File: src/rtl/icache_pkg.sv
// Shared types for the instruction-cache miss controller: bus command
// encoding, block-address width and the miss-status table entry.
package icache_pkg;

  localparam int BLK_BITS  = 29;
  // Storage width of a memory transaction tag; must cover the top's MEM_TAG_BITS.
  localparam int MEM_TAG_W = 4;

  typedef enum logic [1:0] {
    BUS_NONE = 2'b00,
    BUS_LOAD = 2'b01
  } bus_cmd_e;

  typedef struct packed {
    logic                 valid;
    logic [MEM_TAG_W-1:0] mem_tag;
    logic [BLK_BITS-1:0]  blk;
  } mshr_entry_t;

endpackage

File: src/rtl/icache_mshr_pick.sv
// Lowest-set-bit priority encoder: one-hot grant, binary index and found flag.
module icache_mshr_pick #(
  parameter int N = 4,
  localparam int IW = (N > 1) ? $clog2(N) : 1
) (
  input  logic [N-1:0]  i_req,
  output logic [N-1:0]  o_onehot,
  output logic [IW-1:0] o_idx,
  output logic          o_found
);

  // Scan high to low so the lowest requesting bit is the last writer.
  always_comb begin
    o_onehot = '0;
    o_idx    = '0;
    o_found  = 1'b0;
    for (int i = N - 1; i >= 0; i--) begin
      if (i_req[i]) begin
        o_onehot    = '0;
        o_onehot[i] = 1'b1;
        o_idx       = IW'(i);
        o_found     = 1'b1;
      end
    end
  end

endmodule

File: src/rtl/icache_mshr_ctrl.sv
// Instruction-cache miss controller tracking up to NUM_MSHR outstanding loads.
// Optional next-line prefetch is enabled by defining ICACHE_NEXTLINE_PREFETCH_EN.
module icache_mshr_ctrl
  import icache_pkg::*;
#(
  parameter int WAYS         = 2,
  parameter int NUM_MSHR     = 4,
  parameter int IDX_BITS     = 5,
  parameter int TAG_BITS     = 8,
  parameter int MEM_TAG_BITS = MEM_TAG_W
) (
  input  logic                           clock,
  input  logic                           reset,
  input  logic [MEM_TAG_BITS-1:0]        Imem2proc_response,
  input  logic [MEM_TAG_BITS-1:0]        Imem2proc_tag,
  input  logic [WAYS-1:0][31:0]          proc2Icache_addr,
  input  logic [WAYS-1:0]                proc2Icache_en,
  input  logic [WAYS-1:0]                cachemem_valid,
`ifdef ICACHE_NEXTLINE_PREFETCH_EN
  input  logic                           pf_cachemem_valid,
  output logic [IDX_BITS-1:0]            pf_rd_idx,
  output logic [TAG_BITS-1:0]            pf_rd_tag,
`endif
  output logic [WAYS-1:0][IDX_BITS-1:0]  rd_idx,
  output logic [WAYS-1:0][TAG_BITS-1:0]  rd_tag,
  output logic [WAYS-1:0]                Icache_valid_out,
  output logic [1:0]                     proc2Imem_command,
  output logic [31:0]                    proc2Imem_addr,
  output logic                           wr_en,
  output logic [IDX_BITS-1:0]            wr_idx,
  output logic [TAG_BITS-1:0]            wr_tag,
  output logic                           mshr_full
);

  localparam int LW = (WAYS > 1) ? $clog2(WAYS) : 1;
  localparam int MW = (NUM_MSHR > 1) ? $clog2(NUM_MSHR) : 1;

  // Handshake: BUS_LOAD is the request valid; a nonzero Imem2proc_response in the
  // same cycle is the accept, zero means retry next cycle. Tagged data returns
  // later with no backpressure.
  mshr_entry_t r_mshr [NUM_MSHR];

  logic [NUM_MSHR-1:0]           w_valid, w_free, w_ret_match, w_resp_dup;
  logic [NUM_MSHR-1:0]           w_free_oh, w_ret_oh;
  logic [MW-1:0]                 w_free_idx, w_ret_idx;
  logic                          w_free_found, w_ret_found;
  logic [WAYS-1:0][BLK_BITS-1:0] w_lane_blk;
  logic [WAYS-1:0]               w_cand, w_lane_oh;
  logic [LW-1:0]                 w_lane_idx;
  logic                          w_lane_found;
  logic [BLK_BITS-1:0]           w_dem_blk, w_ret_blk, w_issue_blk;
  logic                          w_dem_issue, w_issue, w_accept, w_resp_nz;
  logic                          w_unused;

  always_comb begin
    w_valid     = '0;
    w_ret_match = '0;
    w_resp_dup  = '0;
    for (int e = 0; e < NUM_MSHR; e++) begin
      w_valid[e]     = r_mshr[e].valid;
      w_ret_match[e] = r_mshr[e].valid && (Imem2proc_tag != '0) &&
                       (r_mshr[e].mem_tag == MEM_TAG_W'(Imem2proc_tag));
      w_resp_dup[e]  = r_mshr[e].valid &&
                       (r_mshr[e].mem_tag == MEM_TAG_W'(Imem2proc_response));
    end
  end
  assign w_free = ~w_valid;

  // A missing lane whose block is already in flight merges into that entry.
  always_comb begin
    w_lane_blk = '0;
    w_cand     = '0;
    for (int l = 0; l < WAYS; l++) begin
      w_lane_blk[l] = proc2Icache_addr[l][31:3];
      w_cand[l]     = proc2Icache_en[l] & ~cachemem_valid[l];
      for (int e = 0; e < NUM_MSHR; e++) begin
        if (r_mshr[e].valid && (r_mshr[e].blk == proc2Icache_addr[l][31:3])) w_cand[l] = 1'b0;
      end
    end
  end

  icache_mshr_pick #(.N(WAYS)) u_lane_pick (
    .i_req(w_cand), .o_onehot(w_lane_oh), .o_idx(w_lane_idx), .o_found(w_lane_found)
  );
  icache_mshr_pick #(.N(NUM_MSHR)) u_free_pick (
    .i_req(w_free), .o_onehot(w_free_oh), .o_idx(w_free_idx), .o_found(w_free_found)
  );
  icache_mshr_pick #(.N(NUM_MSHR)) u_ret_pick (
    .i_req(w_ret_match), .o_onehot(w_ret_oh), .o_idx(w_ret_idx), .o_found(w_ret_found)
  );

  always_comb begin
    w_dem_blk = '0;
    w_ret_blk = '0;
    for (int l = 0; l < WAYS; l++) if (w_lane_oh[l]) w_dem_blk = w_lane_blk[l];
    for (int e = 0; e < NUM_MSHR; e++) if (w_ret_oh[e]) w_ret_blk = r_mshr[e].blk;
  end

  assign w_dem_issue = w_lane_found && w_free_found;
  assign w_resp_nz   = (Imem2proc_response != '0);

`ifdef ICACHE_NEXTLINE_PREFETCH_EN
  logic                r_pf_pend;
  logic [BLK_BITS-1:0] r_pf_blk;
  logic                w_pf_hit, w_pf_issue, w_unused_pf;

  always_comb begin
    w_pf_hit = 1'b0;
    for (int e = 0; e < NUM_MSHR; e++) begin
      if (r_mshr[e].valid && (r_mshr[e].blk == r_pf_blk)) w_pf_hit = 1'b1;
    end
  end

  // At least two free entries, so one always stays available for demand.
  assign w_pf_issue  = !w_lane_found && r_pf_pend && !pf_cachemem_valid && !w_pf_hit &&
                       ((w_free & (w_free - NUM_MSHR'(1))) != '0);
  assign w_issue     = w_dem_issue | w_pf_issue;
  assign w_issue_blk = w_dem_issue ? w_dem_blk : r_pf_blk;
  assign pf_rd_idx   = r_pf_blk[IDX_BITS-1:0];
  assign pf_rd_tag   = r_pf_blk[IDX_BITS +: TAG_BITS];
  assign w_unused_pf = ^r_pf_blk[BLK_BITS-1:IDX_BITS+TAG_BITS];

  always_ff @(posedge clock) begin
    if (reset) begin
      r_pf_pend <= 1'b0;
      r_pf_blk  <= '0;
    end else if (w_dem_issue && w_resp_nz) begin
      r_pf_pend <= 1'b1;
      r_pf_blk  <= w_dem_blk + BLK_BITS'(1);
    end else if (r_pf_pend && ((w_pf_issue && w_resp_nz) || pf_cachemem_valid || w_pf_hit)) begin
      r_pf_pend <= 1'b0;
    end
  end
`else
  assign w_issue     = w_dem_issue;
  assign w_issue_blk = w_dem_blk;
`endif

  assign w_accept = w_issue && w_resp_nz;

  // Returning and allocated entries are disjoint: one is valid, the other free.
  always_ff @(posedge clock) begin
    if (reset) begin
      for (int e = 0; e < NUM_MSHR; e++) r_mshr[e] <= '0;
    end else begin
      for (int e = 0; e < NUM_MSHR; e++) begin
        if (w_ret_oh[e]) r_mshr[e].valid <= 1'b0;
        if (w_accept && w_free_oh[e]) begin
          r_mshr[e] <= '{valid: 1'b1, mem_tag: MEM_TAG_W'(Imem2proc_response), blk: w_issue_blk};
        end
      end
    end
  end

  always_ff @(posedge clock) begin
    if (!reset && w_accept) assert (w_resp_dup == '0);
  end

  always_comb begin
    rd_idx = '0;
    rd_tag = '0;
    for (int l = 0; l < WAYS; l++) begin
      rd_idx[l] = proc2Icache_addr[l][3 +: IDX_BITS];
      rd_tag[l] = proc2Icache_addr[l][3+IDX_BITS +: TAG_BITS];
    end
  end

  assign Icache_valid_out  = proc2Icache_en & cachemem_valid;
  assign proc2Imem_command = w_issue ? BUS_LOAD : BUS_NONE;
  assign proc2Imem_addr    = w_issue ? {w_issue_blk, 3'b000} : 32'd0;
  assign wr_en             = w_ret_found;
  assign wr_idx            = w_ret_blk[IDX_BITS-1:0];
  assign wr_tag            = w_ret_blk[IDX_BITS +: TAG_BITS];
  assign mshr_full         = &w_valid;

  always_comb begin
    w_unused = ^{w_lane_idx, w_free_idx, w_ret_idx, w_ret_blk[BLK_BITS-1:IDX_BITS+TAG_BITS]};
    for (int l = 0; l < WAYS; l++) w_unused = w_unused ^ (^proc2Icache_addr[l][2:0]);
  end

endmodule

File: config.mk
export PLATFORM = sky130hd
export DESIGN_NAME = icache_mshr_ctrl
export DESIGN_NICKNAME = d
export VERILOG_FILES = /design/src/rtl/icache_pkg.sv /design/src/rtl/icache_mshr_pick.sv /design/src/rtl/icache_mshr_ctrl.sv
export SDC_FILE = /design/constraint.sdc
export NUM_CORES = 1
export LEC_CHECK = 0
export BUFFER_PORTS_ARGS = -buffer_cell sky130_fd_sc_hd__clkbuf_2
export CORE_MARGIN = 2
export CORE_UTILIZATION = 40
export DETAILED_ROUTE_END_ITERATION = 12
export GPL_ROUTABILITY_DRIVEN = 0
export GPL_TIMING_DRIVEN = 0
export PLACE_DENSITY = 0.68
export SYNTH_ARGS = -nofsm -noshare
export SYNTH_HDL_FRONTEND = slang
export SYNTH_HIERARCHICAL = 1
export SYNTH_SLANG_ARGS = --single-unit
File: constraint.sdc
create_clock -name clock -period 3.5 [get_ports clock]
set_input_delay 0.35 -clock clock [delete_from_list [all_inputs] [get_ports clock]]
set_output_delay 0.35 -clock clock [all_outputs]
set_load 0.01 [all_outputs]
==> results of run 1 <==
## cells in the final DEF (no fill, tap or decap), types with 3 or more instances in the layout
cell	count
sky130_fd_sc_hd__a21o_4	4
sky130_fd_sc_hd__nor4_2	16
sky130_fd_sc_hd__edfxtp_1	136
sky130_fd_sc_hd__nor4_1	26
sky130_fd_sc_hd__clkinv_1	4
sky130_fd_sc_hd__a22oi_2	27
sky130_fd_sc_hd__nor4_4	3
sky130_fd_sc_hd__inv_1	15
sky130_fd_sc_hd__clkbuf_2	83
sky130_fd_sc_hd__xor2_2	3
sky130_fd_sc_hd__conb_1	4
sky130_fd_sc_hd__bufinv_16	3
sky130_fd_sc_hd__nand4_1	32
sky130_fd_sc_hd__or2_2	4
sky130_fd_sc_hd__buf_6	10
sky130_fd_sc_hd__nor2_1	172
sky130_fd_sc_hd__clkbuf_16	18
sky130_fd_sc_hd__buf_12	3
sky130_fd_sc_hd__and2_1	4
sky130_fd_sc_hd__nor3_1	9
sky130_fd_sc_hd__and3_1	16
sky130_fd_sc_hd__buf_4	74
sky130_fd_sc_hd__xor2_1	141
sky130_fd_sc_hd__o21ai_0	14
sky130_fd_sc_hd__nand3_1	3
sky130_fd_sc_hd__clkbuf_1	12
sky130_fd_sc_hd__buf_2	65
sky130_fd_sc_hd__a21oi_1	18
sky130_fd_sc_hd__xnor2_1	96
sky130_fd_sc_hd__a22oi_1	12
sky130_fd_sc_hd__nand2_1	23
## power groups by stage
stage	logic, uW	registers [uW]	clock network, uW
3_5_place_dp	755	2030	0
2_1_floorplan	507	1990	0
6_report	894	2000	1790
5_1_grt	932	2010	1850
4_1_cts	831	2000	1780
3_3_place_gp	749	2030	0
## repair_timing
item                       in CTS  in global routing
setup buffers                  23                 13
gates resized for setup        63                 34
cloned                          1                  1
setup endpoints to repair      34                 76
pin swaps                      28                 20
## worst max-delay path: stages (launching register included)
cell and delay (ns):
sky130_fd_sc_hd__edfxtp_1 0.47, sky130_fd_sc_hd__xor2_1 0.23, sky130_fd_sc_hd__nor4_1 0.28, sky130_fd_sc_hd__nand4_1 0.22, sky130_fd_sc_hd__o311ai_2 0.44, sky130_fd_sc_hd__nor3_4 0.09, sky130_fd_sc_hd__and2b_2 0.24, sky130_fd_sc_hd__buf_6 0.11
sky130_fd_sc_hd__nor2b_4 0.05, sky130_fd_sc_hd__buf_12 0.15, sky130_fd_sc_hd__buf_12 0.15, sky130_fd_sc_hd__a22oi_2 0.23, sky130_fd_sc_hd__nor2_1 0.08, sky130_fd_sc_hd__buf_2 0.15
## area by class of cell
class | instances | area [sq um]
Sequential cell | 136 | 4080
Inverter | 15 | 56.3
Fill cell | 2103 | 11300
Buffer | 128 | 833
Tap cell | 285 | 357
Clock inverter | 11 | 130
Timing Repair Buffer | 120 | 713
Clock buffer | 21 | 440
Multi-Input combinational cell | 647 | 4560
## per-stage QoR
step	setup WS, ns	area [sq um]	setup TNS [ns]	utilization [%]
finish	-0.183	11200	-3.69	49.8
CTS	0.00339	10900	0	48.6
floorplan	0.503	9090	0	-
global route	-0.276	11200	-5.38	49.8
global placement	-0.627	9860	-66.00	44.0
detailed placement	-0.276	9870	-8.13	44.0
## metal layers
metal  global-route usage (%)  routed length, microns  vias to the layer above
met5                        0                      36                        -
met3                     7.87                    4080                      143
li1                         -                       -                     3390
met4                     14.8                    1950                        2
met1                     34.8                   12400                     3744
met2                     41.1                   14400                      605
## path summary, 6_finish.rpt
path	startpoint	end	cells past startpoint
setup / recovery	r_mshr[0][2]	proc2Imem_addr[11]	13
setup reg to reg	r_mshr[0][2]	r_mshr[2][33]	10
hold reg to reg	r_mshr[0][30]	r_mshr[0][33]	4
hold / removal	Imem2proc_response[3]	r_mshr[2][32]	2
==> reports/metrics.yaml, run 1 <==
clock_tree:
  h-tree-depth: 4
  cts_root_buf: "sky130_fd_sc_hd__clkbuf_16"
  cts_hold_buffers: 0
  worst_skew_late_latency_ns: 0.44
  inserted_clock_buffers: 17
  cts.reportedPaths.clkPinSlew_ns: 0.06
  maximum_root_to_sink_buffer_count: 2
  clock-sinks: 136
  tritoncts: "done"
cells_and_area:
  top_regs: "r_mshr: 136 flops"
  final_layout_size_suffix_gt1_share_pct: 30.5
  stdcell_count: 1363
  largest_reg_flops: 136
  flow.area_growth_from_synthesis_pct: 23.0
  largest-register: "r_mshr"
  finalNetCount: 1143
  diodes: 0
global_route:
  grt_overflow: 0
  grt_first_pass_wirelength_mm: 47.0
  grt_antenna_before_repair: 0
  global_route.usage.total_pct: 27.1
  grt_max_degree: 35
  via_count_of_the_first_global_routing_pass: 7505
placed_design:
  io_buffers: 82
  post-dp-hpwl_mm: 24.4
  dpl.cell_count: 1293
power:
  design_power_total_uw: 4690
  irDropWorstVdd_mv: 0.368
  net_switching_power_figure_uw: 1340
  pwr-share-seq_pct: 42.8
  power_report.internal_total_uw: 3350
  power.share.switching_pct: 28.6
  static-leakage-power_uw: 0.00439
  clkPwrFrac_pct: 38.2
  power_density_nw_per_um2: 420
  share_comb_of_total_power_pct: 19.1
synthesis:
  synth.avg_cell_area_sq_um: 9.84
  post_synthesis_cell_area_sq_um: 9080
  yosys_warnings: 6
  netlist_instances: 923
worst_setup_path:
  cp_max_fo: 6
  crit_path_end_kind: "output port"
  critPathLaunchType: "flop"
  timing.reg2reg.setup_slack_ns: 0.17
  cp.arrival_ns: 3.33
  worst_ep_required_time_ns: 3.15
  timing.setup.critical_path_class: "reg -> out"
die:
  floorplan.initialDensity_pct: 40.5
  num_io_pins: 155
  area_of_the_core_sq_um: 22400
  row_count: 55
  die_area_sq_um: 23900
  floorplan.die.width_microns: 155
  die_height_microns: 155
sta:
  final_critical_path_setup_slack_ns: -0.183
  report.final.slew_viol_count: 0
  maxSlewHeadroom_pct: 57.9
  timing.fmax_mhz: 272
  final-hold-violation-count: 0
  final.hold.worst_slack_ns: 0.295
  rsz0062_at_grt: "true"
  finalSetupViolCount: 29
  fin_worst_skew_ns: 0.00942
  final_worst_path_period_need_ns: 3.68
  finalCritPeriodShare_pct: 105
  timing_worst_slew_pin_value_ns: 0.627
drt:
  drc_violation_count_after_routing: 0
  avgRoutedWirePerCell_microns: 24.1
  dr.first_iter.drc_count: 941
  vias: 7884
  drt_first_pass_iters: 7
  avgViaCountPerCell: 5.78
  detail-route-antenna-nets: 0
  final_wirelength_mm: 32.9
worst_hold_path:
  min_path_type: "in -> reg"
outcome:
  outcome: "finished with violations"
  failed_checks: "setup timing"
job:
  max_cap_violations: 0
(Power assumes the default switching activity.)
==> run 2, diff against run 1 <==
- SYNTH_HIERARCHICAL: 1 -> unset
==> run 2 against run 1 <==
Net effect:
- the run still ends with setup timing left
- clock skew shrank 0.00062 ns
- global-route usage grew 0.12 points
- die area grew 2.0%
- sequential share of layout area grew 0.60 points
- via count grew 0.86%
- register-to-register slack gained 0.06 ns
- non-clock buffer count shrank 17
- worst hold slack lost 0.014 ns
==> reports/metrics.yaml, run 2 <==
die:
  floorplan.die.width_microns: 156
  num_io_pins: 155
  die_area_sq_um: 24400
  die_height_microns: 156
  area_of_the_core_sq_um: 22700
  row_count: 55
  floorplan.initialDensity_pct: 40.8
synthesis:
  post_synth_xor_area_fraction_pct: 23.1
  area_leader_netlist: "sky130_fd_sc_hd__edfxtp_1"
  synthSimpleGateAreaFrac_pct: 16.7
  synth.avg_cell_area_sq_um: 9.67
  netlist.area_leader.share_pct: 44.1
  yosys-mux-area-fraction_pct: 0
  main_combinational_cell_family_by_area_after_synthesis: "XOR/XNOR gates"
  yosys_warnings: 0
  post_synthesis_cell_area_sq_um: 9270
  netlist_instances: 958
  synth_commonest_cells: "220 x sky130_fd_sc_hd__xnor2_1, 182 x sky130_fd_sc_hd__nor2_1, 136 x sky130_fd_sc_hd__edfxtp_1, 84 x sky130_fd_sc_hd__nand4_1, 79 x sky130_fd_sc_hd__clkbuf_1"
  postSynthRegisterBits: 136
  synth_compound_gate_area_share_pct: 7.06
  post_synth_fa_ha_maj_area_fraction_pct: 0
  synth.distinct_cells: 35
  synth_async_reset_ratio_pct: 0
  synth-edff-count: 136
  synthTopCellsByArea: "sky130_fd_sc_hd__edfxtp_1 44%, sky130_fd_sc_hd__xnor2_1 21%, sky130_fd_sc_hd__nor2_1 7.4%"
  yosysSeqAreaShare_pct: 44.1
  yosysMostFrequentCell: "sky130_fd_sc_hd__xnor2_1"
  dominantRegCellSynth: "sky130_fd_sc_hd__edfxtp_1"
cells_and_area:
  final_layout_size_suffix_gt1_share_pct: 21.2
  mostFrequentLayoutCell: "sky130_fd_sc_hd__xnor2_1"
  diodes: 0
  post_layout_inst_area_sq_um: 11000
  finalNetCount: 1154
  largest_reg_flops: 136
  flow.area_growth_from_synthesis_pct: 18.6
  top_regs: "r_mshr: 136 flops"
  largest-register: "r_mshr"
  nFillCells: 2139
  final_cell_mix: "208 x sky130_fd_sc_hd__xnor2_1, 180 x sky130_fd_sc_hd__nor2_1, 136 x sky130_fd_sc_hd__edfxtp_1"
global_route:
  via_count_of_the_first_global_routing_pass: 7681
  grt_antenna_before_repair: 0
  grt_first_pass_wirelength_mm: 48.0
  global_route.usage.total_pct: 27.2
  grt_max_degree: 34
  grt_overflow: 0
worst_setup_path:
  timing.setup.critical_path_class: "reg -> out"
  worst_r2r_endpoint: "r_mshr[3][9]"
  worst_r2r_startpoint: "r_mshr[0][2]"
  timing.reg2reg.setup_slack_ns: 0.23
  critPathLaunchType: "flop"
  cp.arrival_ns: 3.22
  crit_path_end_kind: "output port"
  critical_path_buf_inv_count: 3
  crit_path_cell_trace: "xnor2_1 > nand4_1 > nor4_2 > a22oi_1 > nand3_1 > buf_2 > clkbuf_4 > o31a_1 > nor2_1 > clkbuf_2"
  worst_ep_required_time_ns: 3.15
  cp_max_fo: 10
  critical_path.top_delay_family: "simple AND/OR/NAND/NOR gates"
  crit_slowest_cell: "sky130_fd_sc_hd__edfxtp_1"
  timing.reg2reg.worst_path_depth: 9
  critical-path-max-stage-delay_ns: 0.48
placed_design:
  post-dp-hpwl_mm: 25.2
  preCtsSetupSlack_ns: -0.196
  io_buffers: 82
  dpl_cell_area_sq_um: 10100
power:
  power_density_nw_per_um2: 420
  irDropWorstVdd_mv: 0.355
  static-leakage-power_uw: 0.00396
  clkPwrFrac_pct: 37.2
  power.share.switching_pct: 30.1
  net_switching_power_figure_uw: 1390
  pwr-share-seq_pct: 43.4
  power_report.internal_total_uw: 3220
  share_comb_of_total_power_pct: 19.4
drt:
  avgRoutedWirePerCell_microns: 23.8
  vias: 7952
  avgViaCountPerCell: 5.79
  dr.first_iter.drc_count: 892
  drt_first_pass_iters: 6
  drc_violation_count_after_routing: 0
  detail-route-antenna-nets: 0
  final_wirelength_mm: 32.8
clock_tree:
  cts.reportedPaths.clkPinSlew_ns: 0.06
  h-tree-depth: 4
  tritoncts: "done"
  cts_hold_buffers: 0
  cts_root_buf: "sky130_fd_sc_hd__clkbuf_16"
  maximum_root_to_sink_buffer_count: 2
  inserted_clock_buffers: 17
  clock-sinks: 136
  worst_skew_late_latency_ns: 0.44
sta:
  final_worst_path_period_need_ns: 3.57
  finalCritPeriodShare_pct: 102
  final-hold-violation-count: 0
  maxSlewHeadroom_pct: 12.6
  timing.fmax_mhz: 280
  timing_worst_slew_pin_value_ns: 1.30
  report.final.slew_viol_count: 0
  fin_worst_skew_ns: 0.00880
  rsz0062_at_grt: "true"
  final_critical_path_setup_slack_ns: -0.0683
  finalSetupViolCount: 7
outcome:
  failed_checks: "setup timing"
  outcome: "finished with violations"
worst_hold_path:
  worst_hold_startpoint: "Imem2proc_response[2]"
  worst_hold_path_stage_count: 3
  min_delay_worst_endpoint: "r_mshr[2][31]"
  min_path_type: "in -> reg"
job:
  max_cap_violations: 0
run 2: cell types whose count changed in the layout (fill, tap and decap cells not counted), sizes merged, moves of 27 or more:
cell / before / now
xnor2: 97 / 220
buf: 154 / 75
o31a: 0 / 29
clkbuf: 115 / 174
xor2: 144 / 24
inv: 15 / 42
nand4: 32 / 84
run 2: per-stage QoR:
stage	utilization (%)	TNS [ns]	hold slack, ns	cells	total power, uW
4_1_cts	47.5	0	0.277	1371	4550
5_1_grt	48.4	-0.0398	0.311	1374	4720
3_5_place_dp	44.3	-11.25	0.729	1329	2840
2_1_floorplan	-	0	0.593	961	2540
6_report	48.4	-0.297	0.281	1374	4610
3_3_place_gp	44.2	-55.74	0.719	1328	2820
run 2: worst max-delay path by stage:
stage | start | to | cells past startpoint
floorplan | proc2Icache_addr[23] | r_mshr[0][0] | 10
global placement | proc2Icache_addr[5] | r_mshr[0][15] | 10
detailed placement | proc2Icache_addr[5] | proc2Imem_addr[26] | 11
CTS | r_mshr[0][6] | proc2Imem_addr[4] | 10
global route | r_mshr[1][23] | proc2Imem_addr[4] | 9
finish | r_mshr[3][2] | proc2Imem_addr[25] | 10
run 2: kinds of logic after synthesis:
family          Yosys count
compound gates           77
other cells               1
buf+inv                 174
xor+xnor                244
simple gates            326
flops                   136
run 2: worst register-to-register path, cell delays in order (launching register included):
cell and delay [ns]:
sky130_fd_sc_hd__edfxtp_1 0.53, sky130_fd_sc_hd__xor2_2 0.26, sky130_fd_sc_hd__nor4_4 0.30, sky130_fd_sc_hd__nand4_1 0.14
sky130_fd_sc_hd__or4_4 0.44, sky130_fd_sc_hd__and3_4 0.22, sky130_fd_sc_hd__buf_4 0.16, sky130_fd_sc_hd__nand2b_1 0.13
sky130_fd_sc_hd__buf_2 0.17, sky130_fd_sc_hd__a21o_2 0.52
run 2: per-layer routing:
metal | wire length (microns) | up-vias | global-route usage [%]
met1 | 12900 | 3766 | 35.7
li1 | - | 3476 | -
met5 | 0 | - | 0
met3 | 3350 | 131 | 5.61
met4 | 1760 | 0 | 14.3
met2 | 14700 | 579 | 42.3
run 2: power groups by stage:
| stage | registers (uW) | clock network [uW] | logic [uW] |
|---|---|---|---|
| 6_report | 2000 | 1720 | 893 |
| 5_1_grt | 2010 | 1780 | 936 |
| 4_1_cts | 1990 | 1710 | 842 |
| 3_5_place_dp | 2030 | 0 | 811 |
| 3_3_place_gp | 2020 | 0 | 801 |
| 2_1_floorplan | 1990 | 0 | 550 |
run 2: repair_timing:
action | 4_1_cts | 5_1_grt
endpoints found under the setup margin | 30 | 39
pin swaps | 10 | 4
resized for setup | 22 | 41
setup buffers | 10 | 4
run 2: final cells by class:
type | instances | area [sq um] | area share (%)
sequential | 136 | 4080 | 37.2
clock buffer | 18 | 429 | 3.91
multi-input combinational | 651 | 4600 | 41.8
clock inverter | 14 | 125 | 1.14
inverter | 39 | 146 | 1.33
timing repair buffer | 97 | 536 | 4.87
buffer | 134 | 717 | 6.52
tap | 285 | 357 | 3.24
==> run 3, diff against run 2 <==
- CTS_BUF_LIST: unset -> sky130_fd_sc_hd__clkbuf_4 sky130_fd_sc_hd__clkbuf_8
- RECOVER_POWER: unset -> 50
==> run 3 against run 2 <==
Net effect:
- global-route usage shrank 0.62 points
- non-clock buffer count increased by 21
- flip-flop and latch count did not move
- critical path type unchanged
- clock power fell by 28%
- critical endpoint is now proc2Imem_addr[26]
- register-to-register slack worse by 0.13 ns
- sequential share of layout area is 0.29 points higher
- critical path depth unchanged
- the run still ends with setup timing left
- largest cell class unchanged
- combinational power up 2%
- worst setup slack got worse by 0.021 ns
- total power down 10%
==> reports/metrics.yaml, run 3 (synthesis gave the netlist of run 2 again) <==
cells_and_area:
  mostFrequentLayoutCell: "sky130_fd_sc_hd__xnor2_1"
  stdcell_count: 1395
  nFillCells: 2186
  largest-register: "r_mshr"
  finalNetCount: 1175
  final_cell_mix: "210 x sky130_fd_sc_hd__xnor2_1, 180 x sky130_fd_sc_hd__nor2_1, 136 x sky130_fd_sc_hd__edfxtp_1"
  largest_reg_flops: 136
  post_layout_inst_area_sq_um: 10900
  final_layout_size_suffix_gt1_share_pct: 19.6
  diodes: 0
  flow.area_growth_from_synthesis_pct: 17.7
  top_regs: "r_mshr: 136 flops"
power:
  power_density_nw_per_um2: 381
  design_power_total_uw: 4150
  static-leakage-power_uw: 0.00390
  irDropWorstVdd_mv: 0.237
clock_tree:
  inserted_clock_buffers: 17
  h-tree-depth: 4
  clock-sinks: 136
  cts_hold_buffers: 0
  maximum_root_to_sink_buffer_count: 2
  cts_root_buf: "sky130_fd_sc_hd__clkbuf_8"
  worst_skew_late_latency_ns: 0.47
  tritoncts: "done"
  cts.reportedPaths.clkPinSlew_ns: 0.08
global_route:
  grt_first_pass_wirelength_mm: 47.1
  grt_overflow: 0
  global_route.usage.total_pct: 26.5
  grt_antenna_before_repair: 0
  grt_max_degree: 34
  via_count_of_the_first_global_routing_pass: 7599
worst_setup_path:
  worst_r2r_endpoint: "r_mshr[1][8]"
  worst_r2r_startpoint: "r_mshr[0][2]"
  cp_max_fo: 10
  crit_path_end_kind: "output port"
  critPathLaunchType: "flop"
  cp.arrival_ns: 3.24
  timing.reg2reg.worst_path_depth: 9
  timing.setup.critical_path_class: "reg -> out"
  timing.reg2reg.setup_slack_ns: 0.10
  worst_ep_required_time_ns: 3.15
sta:
  maxSlewHeadroom_pct: 18.3
  finalSetupViolCount: 9
  final.hold.worst_slack_ns: 0.252
  rsz0062_at_grt: "true"
  timing.fmax_mhz: 279
  final_worst_path_period_need_ns: 3.59
  timing_worst_slew_pin_value_ns: 1.21
  report.final.slew_viol_count: 0
  final_critical_path_setup_slack_ns: -0.0898
  finalCritPeriodShare_pct: 103
  fin_worst_skew_ns: 0.0110
  setup_tns_ns: -0.308
  final-hold-violation-count: 0
placed_design:
  dpl_cell_area_sq_um: 10100
  post-dp-hpwl_mm: 25.2
  io_buffers: 82
  dpl.cell_count: 1329
die:
  floorplan.die.width_microns: 156
  die_area_sq_um: 24400
  die_height_microns: 156
  row_count: 55
  area_of_the_core_sq_um: 22700
  num_io_pins: 155
  floorplan.initialDensity_pct: 40.8
worst_hold_path:
  worst_hold_startpoint: "Imem2proc_response[0]"
  min_path_type: "in -> reg"
  worst_hold_path_stage_count: 3
  min_delay_worst_endpoint: "r_mshr[2][29]"
drt:
  drc_violation_count_after_routing: 0
  final_wirelength_mm: 32.7
  drt_first_pass_iters: 5
  avgRoutedWirePerCell_microns: 23.5
  vias: 8032
  detail-route-antenna-nets: 0
  dr.first_iter.drc_count: 1066
  avgViaCountPerCell: 5.76
job:
  max_cap_violations: 0
outcome:
  failed_checks: "setup timing"
  outcome: "finished with violations"
-- run 3: worst max path at each step --
| stage | cells past startpoint | to | slack [ns] | from |
|---|---|---|---|---|
| finish | 10 | proc2Imem_addr[26] | -0.09 | r_mshr[3][2] |
| CTS | 10 | proc2Imem_addr[21] | 0.001 | r_mshr[0][24] |
| floorplan | 10 | r_mshr[0][0] | 0.57 | proc2Icache_addr[23] |
| detailed placement | 11 | proc2Imem_addr[26] | -0.20 | proc2Icache_addr[5] |
| global route | 10 | proc2Imem_addr[26] | -0.15 | r_mshr[1][23] |
| global placement | 10 | r_mshr[0][15] | -0.45 | proc2Icache_addr[5] |
-- run 3: final cells by class --
class	count	area [sq um]	area share [%]
Multi-Input combinational cell	651	4550	41.7
Buffer	133	722	6.62
Inverter	39	146	1.34
Timing Repair Buffer	119	682	6.25
Tap cell	285	357	3.27
Sequential cell	136	4080	37.5
Clock inverter	14	125	1.15
Clock buffer	18	241	2.21
-- run 3: through the flow --
stage,setup slack [ns],utilization (%)
after floorplan,0.572,-
after global placement,-0.454,44.2
after detailed placement,-0.196,44.3
after CTS,0.00138,46.6
after global routing,-0.150,48.0
final,-0.0898,48.0
-- run 3: power breakdown --
part	internal [uW]	switching, uW	total, uW	leakage, uW
Sequential	1890	106	2000	0.00142
Combinational	364	546	909	0.00231
Clock	570	672	1240	0.000173
Total	2820	1320	4150	0.00390
-- run 3: repair_timing --
item,CTS,global route
setup buffers,8,27
endpoints found under the setup margin,32,38
pin swaps,12,29
resized for setup,25,57
hold endpoints to repair,0,0
cloned,0,1
-- run 3: layer usage --
metal / global-route usage, % / wire (microns)
met1: 35.3 / 13000
met2: 41.1 / 14300
met3: 5.39 / 3460
met4: 13.5 / 1970
met5: 0 / 0
-- run 3: worst max-delay path, stage by stage (launching register included) --
cell and delay (ns):
sky130_fd_sc_hd__edfxtp_1 0.48, sky130_fd_sc_hd__xnor2_1 0.33, sky130_fd_sc_hd__nand4_1 0.17, sky130_fd_sc_hd__nor4_2 0.36, sky130_fd_sc_hd__a22oi_1 0.16, sky130_fd_sc_hd__nand3_1 0.24, sky130_fd_sc_hd__clkbuf_4 0.28, sky130_fd_sc_hd__clkbuf_4 0.25
sky130_fd_sc_hd__o31a_1 0.28, sky130_fd_sc_hd__nor2_1 0.06, sky130_fd_sc_hd__buf_2 0.14
